File: src/rtl/data_types_pkg.sv
// Shared types and helpers for the data_types round-robin arbiter.
//   arb_state_t : sequencer states (IDLE -> WAIT -> RESP -> IDLE)
//   id_width()  : width of a requester index, never narrower than 1 bit
package data_types_pkg;

   typedef enum logic [1:0] {
      IDLE = 2'd0,
      WAIT = 2'd1,
      RESP = 2'd2
   } arb_state_t;

   // max(1, clog2(n)): a single requester still needs a 1-bit ID
   function automatic int id_width(input int n);
      if (n <= 1) begin
         return 1;
      end else begin
         return $clog2(n);
      end
   endfunction

endpackage

File: src/rtl/rr_arbiter.sv
// Combinational round-robin grant search.
//   req_valid [NUM_REQ]  : per-requester request
//   rr_ptr    [ID_W]     : first index to consider
//   grant_vld            : some requester is valid
//   grant_idx [ID_W]     : first valid index at or after rr_ptr (mod NUM_REQ)
module rr_arbiter #(
   parameter int NUM_REQ = 4,
   parameter int ID_W    = 2
) (
   input  logic [NUM_REQ-1:0] req_valid,
   input  logic [ID_W-1:0]    rr_ptr,
   output logic               grant_vld,
   output logic [ID_W-1:0]    grant_idx
);

   // Scan offsets from farthest to nearest so the nearest valid requester wins
   always_comb begin
      int raw_s;
      int idx_s;
      grant_vld = 1'b0;
      grant_idx = '0;
      raw_s     = 0;
      idx_s     = 0;
      for (int k = NUM_REQ - 1; k >= 0; k--) begin
         raw_s = int'(rr_ptr) + k;
         if (raw_s >= NUM_REQ) begin
            idx_s = raw_s - NUM_REQ;
         end else begin
            idx_s = raw_s;
         end
         if (req_valid[idx_s]) begin
            grant_vld = 1'b1;
            grant_idx = ID_W'(idx_s);
         end else begin
            grant_vld = grant_vld;
         end
      end
   end

endmodule

File: src/rtl/data_types_arbiter.sv
// Round-robin sequencer sharing one external data_types datapath among
// NUM_REQ requesters; exactly one operation is in flight at a time.
//   clk, rst_n          : clock, synchronous active-low reset
//   req_valid/req_ready : per-requester handshake (ready is one-hot, IDLE only)
//   req_a/req_b         : packed operands, requester i at [i*IW +: IW]
//   dp_a/dp_b           : operands driven to the datapath (held after use)
//   dp_c/dp_d           : datapath results, captured DP_LATENCY cycles later
//   rsp_valid/rsp_ready : result handshake; rsp_id/rsp_c/rsp_d stable while waiting
//   busy                : sequencer not in IDLE
module data_types_arbiter
   import data_types_pkg::*;
#(
   parameter  int INPUT_WIDTH  = 4,
   parameter  int OUTPUT_WIDTH = INPUT_WIDTH * 2,
   parameter  int NUM_REQ      = 4,
   parameter  int DP_LATENCY   = 0,
   localparam int ID_W         = id_width(NUM_REQ)
) (
   input  logic                           clk,
   input  logic                           rst_n,
   input  logic [NUM_REQ-1:0]             req_valid,
   output logic [NUM_REQ-1:0]             req_ready,
   input  logic [NUM_REQ*INPUT_WIDTH-1:0] req_a,
   input  logic [NUM_REQ*INPUT_WIDTH-1:0] req_b,
   output logic [INPUT_WIDTH-1:0]         dp_a,
   output logic [INPUT_WIDTH-1:0]         dp_b,
   input  logic [OUTPUT_WIDTH-1:0]        dp_c,
   input  logic [OUTPUT_WIDTH-1:0]        dp_d,
   output logic                           rsp_valid,
   input  logic                           rsp_ready,
   output logic [ID_W-1:0]                rsp_id,
   output logic [OUTPUT_WIDTH-1:0]        rsp_c,
   output logic [OUTPUT_WIDTH-1:0]        rsp_d,
   output logic                           busy
);

   // Counter must be able to hold DP_LATENCY itself
   localparam int CNT_W = id_width(DP_LATENCY + 1);

   arb_state_t              state_q, state_d;
   logic [ID_W-1:0]         rr_ptr_q, rr_ptr_d;
   logic [ID_W-1:0]         id_q, id_d;
   logic [CNT_W-1:0]        cnt_q, cnt_d;
   logic [INPUT_WIDTH-1:0]  dp_a_q, dp_a_d;
   logic [INPUT_WIDTH-1:0]  dp_b_q, dp_b_d;
   logic                    rsp_valid_q, rsp_valid_d;
   logic [ID_W-1:0]         rsp_id_q, rsp_id_d;
   logic [OUTPUT_WIDTH-1:0] rsp_c_q, rsp_c_d;
   logic [OUTPUT_WIDTH-1:0] rsp_d_q, rsp_d_d;
   logic                    grant_vld_s;
   logic [ID_W-1:0]         grant_idx_s;

   rr_arbiter #(
      .NUM_REQ (NUM_REQ),
      .ID_W    (ID_W)
   ) u_rr_arbiter (
      .req_valid (req_valid),
      .rr_ptr    (rr_ptr_q),
      .grant_vld (grant_vld_s),
      .grant_idx (grant_idx_s)
   );

   // State and datapath registers; reset abandons any in-flight operation
   always_ff @(posedge clk) begin
      if (!rst_n) begin
         state_q     <= IDLE;
         rr_ptr_q    <= '0;
         id_q        <= '0;
         cnt_q       <= '0;
         dp_a_q      <= '0;
         dp_b_q      <= '0;
         rsp_valid_q <= 1'b0;
         rsp_id_q    <= '0;
         rsp_c_q     <= '0;
         rsp_d_q     <= '0;
      end else begin
         state_q     <= state_d;
         rr_ptr_q    <= rr_ptr_d;
         id_q        <= id_d;
         cnt_q       <= cnt_d;
         dp_a_q      <= dp_a_d;
         dp_b_q      <= dp_b_d;
         rsp_valid_q <= rsp_valid_d;
         rsp_id_q    <= rsp_id_d;
         rsp_c_q     <= rsp_c_d;
         rsp_d_q     <= rsp_d_d;
      end
   end

   // Next-state logic and grant-side ready
   always_comb begin
      state_d     = state_q;
      rr_ptr_d    = rr_ptr_q;
      id_d        = id_q;
      cnt_d       = cnt_q;
      dp_a_d      = dp_a_q;
      dp_b_d      = dp_b_q;
      rsp_valid_d = rsp_valid_q;
      rsp_id_d    = rsp_id_q;
      rsp_c_d     = rsp_c_q;
      rsp_d_d     = rsp_d_q;
      req_ready   = '0;
      case (state_q)
         IDLE: begin
            if (grant_vld_s) begin
               req_ready[grant_idx_s] = 1'b1;
               dp_a_d  = req_a[int'(grant_idx_s)*INPUT_WIDTH +: INPUT_WIDTH];
               dp_b_d  = req_b[int'(grant_idx_s)*INPUT_WIDTH +: INPUT_WIDTH];
               id_d    = grant_idx_s;
               cnt_d   = CNT_W'(DP_LATENCY);
               state_d = WAIT;
               // Explicit wrap keeps rr_ptr constant 0 when NUM_REQ=1
               if (int'(grant_idx_s) == NUM_REQ - 1) begin
                  rr_ptr_d = '0;
               end else begin
                  rr_ptr_d = grant_idx_s + ID_W'(1);
               end
            end else begin
               state_d = IDLE;
            end
         end
         WAIT: begin
            if (cnt_q == '0) begin
               rsp_c_d     = dp_c;
               rsp_d_d     = dp_d;
               rsp_id_d    = id_q;
               rsp_valid_d = 1'b1;
               state_d     = RESP;
            end else begin
               cnt_d = cnt_q - CNT_W'(1);
            end
         end
         RESP: begin
            if (rsp_ready) begin
               rsp_valid_d = 1'b0;
               state_d     = IDLE;
            end else begin
               state_d = RESP;
            end
         end
         default: begin
            rsp_valid_d = 1'b0;
            state_d     = IDLE;
         end
      endcase
   end

   assign dp_a      = dp_a_q;
   assign dp_b      = dp_b_q;
   assign rsp_valid = rsp_valid_q;
   assign rsp_id    = rsp_id_q;
   assign rsp_c     = rsp_c_q;
   assign rsp_d     = rsp_d_q;
   assign busy      = (state_q != IDLE);

endmodule

File: config.mk
export PLATFORM = sky130hd
export DESIGN_NAME = data_types_arbiter
export DESIGN_NICKNAME = d
export VERILOG_FILES = /design/src/rtl/data_types_pkg.sv /design/src/rtl/rr_arbiter.sv /design/src/rtl/data_types_arbiter.sv
export SDC_FILE = /design/constraint.sdc
export NUM_CORES = 1
export LEC_CHECK = 0
export BUFFER_PORTS_ARGS = -buffer_cell sky130_fd_sc_hd__buf_2
export CORE_MARGIN = 8
export CORE_UTILIZATION = 45
export CTS_CLUSTER_DIAMETER = 100
export DETAILED_ROUTE_END_ITERATION = 7
export PLACE_DENSITY = 0.85
export SLEW_MARGIN = 40
export SYNTH_ARGS = -nofsm -noshare
export SYNTH_HDL_FRONTEND = slang
export SYNTH_SLANG_ARGS = --single-unit
File: constraint.sdc
create_clock -name clk -period 3.7 [get_ports clk]
set_input_delay 0.37 -clock clk [delete_from_list [all_inputs] [get_ports clk]]
set_output_delay 0.37 -clock clk [all_outputs]
set_load 0.02 [all_outputs]
==> metrics <==
cts hold-fix bufs=0; synthesized cell area=1490 µm²; critical path type=reg2out; Post-Route WL=4080 µm; Post-CTS Resized=0; number of global-route vias before repair=roughly 1,400; met3 routed WL=165 µm; Vias=~1,500; CTS Sinks=33; Power Dens Cells=roughly 500 nW/µm²; Setup Skew=10.7 ps; critical path endpoint category=output port; syn_nets=~230; placed inst area=~1900 µm²; Hold Startpoint=dp_c[1]; Setup TNS=0 ps; nets@finish=315; reg-to-reg critical path startpoint=state_q[0]$_SDFF_PN0_; Clk Latency, worst-skew pair=320 ps; Yosys cell types=30; Fmax=445 MHz; dpl ws=1620 ps; Hold Fails Final Rpt=0; Critical Path Max Stage Delay=430 ps; global-route wire length before repair=6540 µm; Fillers=between 300 and 400; Storage cell area=661 µm²; worst-path cell chain=or2_4 > or2_1 > nor3_1 > buf_2; Yosys reg bits=33; Metal-1 WL=1660 µm; Die Footprint=5400 µm²; initial core utilization=0.456; Std-Cell Rows=21; DRT Pass-1 Iters=4; routability cong.=0.904; proportion of layout cells with a drive suffix above 1=0.381; CTS buffer count=5; Lkg Pwr=0.00102 µW; final total power=approximately 990 µW; WL/cell=13.3 µm; Crit Path Max Fanout=15; RSZ-0062 raised after global routing=no; syn avg cell area=8.49 µm²; critical path startpoint category=flop; hold_ws=270 ps; H-tree levels=2; slew margin rel.=0.480; initial drt markers=86; worst slew pin tran=a little under 800 ps; min Tclk post-route=2250 ps; Remaining DRCs=0; Arr. time, crit path=roughly 1900 ps; maxcap violations=0; P&R area growth vs syn=35.8%; share of Yosys cell area claimed by the top area cell type=0.444; Die W=around 73 µm; maximum clock path buffer count=2; Synth area leader=dfxtp_1; Boundary Pins=slightly below 90; final setup fails=0; fin. max-slew vios=0; Die H=73.5 µm; GRT overflow=0; Final Cycle Share=0.608; Root Buffer=clkbuf_4; DRT antenna net count=0; crit path from=state_q[0]$_SDFF_PN0_; buffers inserted by post-CTS timing repair=0; clk slew on worst S/H paths=100 ps; TritonCTS clock tree=yes; Final Cell Area=2020 µm²; Buffers on Ports=86; Synth area leaders=dfxtp_1 44%, mux2i_1 11%, nand2_1 11%, a21oi_1 7.7%, o221ai_1 5.3%; largest net degree at the start of global routing=26; ant diodes=0; HPWL after detailed placement=3200 µm; Peak VDD IR=between 0.0002 and 0.0003 V; Placeable Area=3260 µm²; final setup margin=1450 ps; Worst EP required=~3300 ps; synth warn=0; slowest CP cell=or2_1; Via density=4.88; max layer used=met4; status=complete, no violations; hold crit path type=in2reg; total track usage=0.154; wire length on met2=2200 µm; post-synthesis cell count=around 180; initial antenna violation count=0; sequential-to-total area share from yosys stat=0.444; multi-input logic area=754 µm²
==> layout make-up <==
| type | count | share of cell area |
|---|---|---|
| well taps | 46 | 0.0285 |
| inverters | 4 | 0.00744 |
| multi-input cells | 127 | 0.374 |
| clock buffers | 7 | 0.0273 |
| repair buffers | 88 | 0.221 |
| clock inverters | 1 | 0.0149 |
| flip-flops and latches | 33 | 0.327 |
==> final timing paths <==
path                                          endpoint  slack, ps  depth (start not counted)
worst max-delay path                      req_ready[0]       1450                          4
worst min-delay path             rsp_c[1]$_SDFFE_PN0P_        270                          3
worst max register to register    dp_a[0]$_SDFFE_PN0P_       1880                          4
worst min register to register  rsp_id[0]$_SDFFE_PN0P_        450                          2
==> stage by stage <==
| stage | utilization | std cells |
|---|---|---|
| after floorplan | - | 175 |
| after global placement | 0.593 | 298 |
| after detailed placement | 0.593 | 298 |
| after CTS | 0.619 | 306 |
| after global routing | 0.619 | 306 |
| final | 0.619 | 306 |
==> where the power goes <==
group	internal, µW	switching (µW)
Sequential	396	24.0
Clock	161	117
Combinational	118	174
==> registers in the layout, summed over array words and instances (netlist names) <==
name and flops:
rsp_d 8, rr_ptr_q 2, rsp_id 2, dp_a 4
rsp_c 8, state_q 2, rsp_valid 1, id_q 2
dp_b 4
==> cell usage after synthesis <==
| master | n |
|---|---|
| or2b_1 | 1 |
| clkbuf_1 | 5 |
| a221o_1 | 1 |
| o211a_1 | 1 |
| ha_1 | 1 |
| nand2_1 | 43 |
| inv_2 | 1 |
| buf_2 | 2 |
| nor2b_1 | 3 |
| a211o_4 | 1 |
| or2_4 | 1 |
| nand3_1 | 11 |
| mux2i_1 | 17 |
| o21ai_0 | 1 |
| buf_4 | 1 |
| nor3_1 | 2 |
| or3b_1 | 1 |
| a21boi_0 | 1 |
| inv_1 | 3 |
| dfxtp_1 | 33 |
| or2_1 | 1 |
| o221ai_1 | 9 |
| and2_1 | 1 |
| o21bai_1 | 1 |
| nor4_1 | 1 |
| a21oi_1 | 23 |
| buf_6 | 2 |
| nor2_1 | 5 |
| and3_1 | 1 |
| buf_1 | 1 |
==> cell families after synthesis <==
group                      share of synthesized area
and+or+nand+nor                                0.211
AOI/OAI and AO/OA                              0.169
buffers and inverters                         0.0522
adders and majority gates                    0.00842
DFF                                            0.444
muxes                                          0.114
==> layer usage <==
metal | vias to the layer above | GRT usage
li1 | 779 | -
met2 | 28 | 0.276
met5 | - | 0
met1 | 680 | 0.168
met3 | 6 | 0.0368
met4 | 0 | 0.0665
==> critical path: cells and delay by family, from the launching register on <==
kind	cells	cell delay [ps]
buffers and inverters	1	200
flip-flops	1	360
AND/OR/NAND/NOR	3	990
==> placed cells by master (no fill, tap or decap), drive strengths merged, types with 2 or more instances in the layout <==
cell / count
buf: 88
dfxtp: 33
nand2: 43
nor2b: 3
nor2: 5
mux2i: 17
a21oi: 23
clkbuf: 7
or2: 2
nand3: 11
o221ai: 9
inv: 4
nor3: 2
No activity file was read; power rests on OpenSTA's default activity.
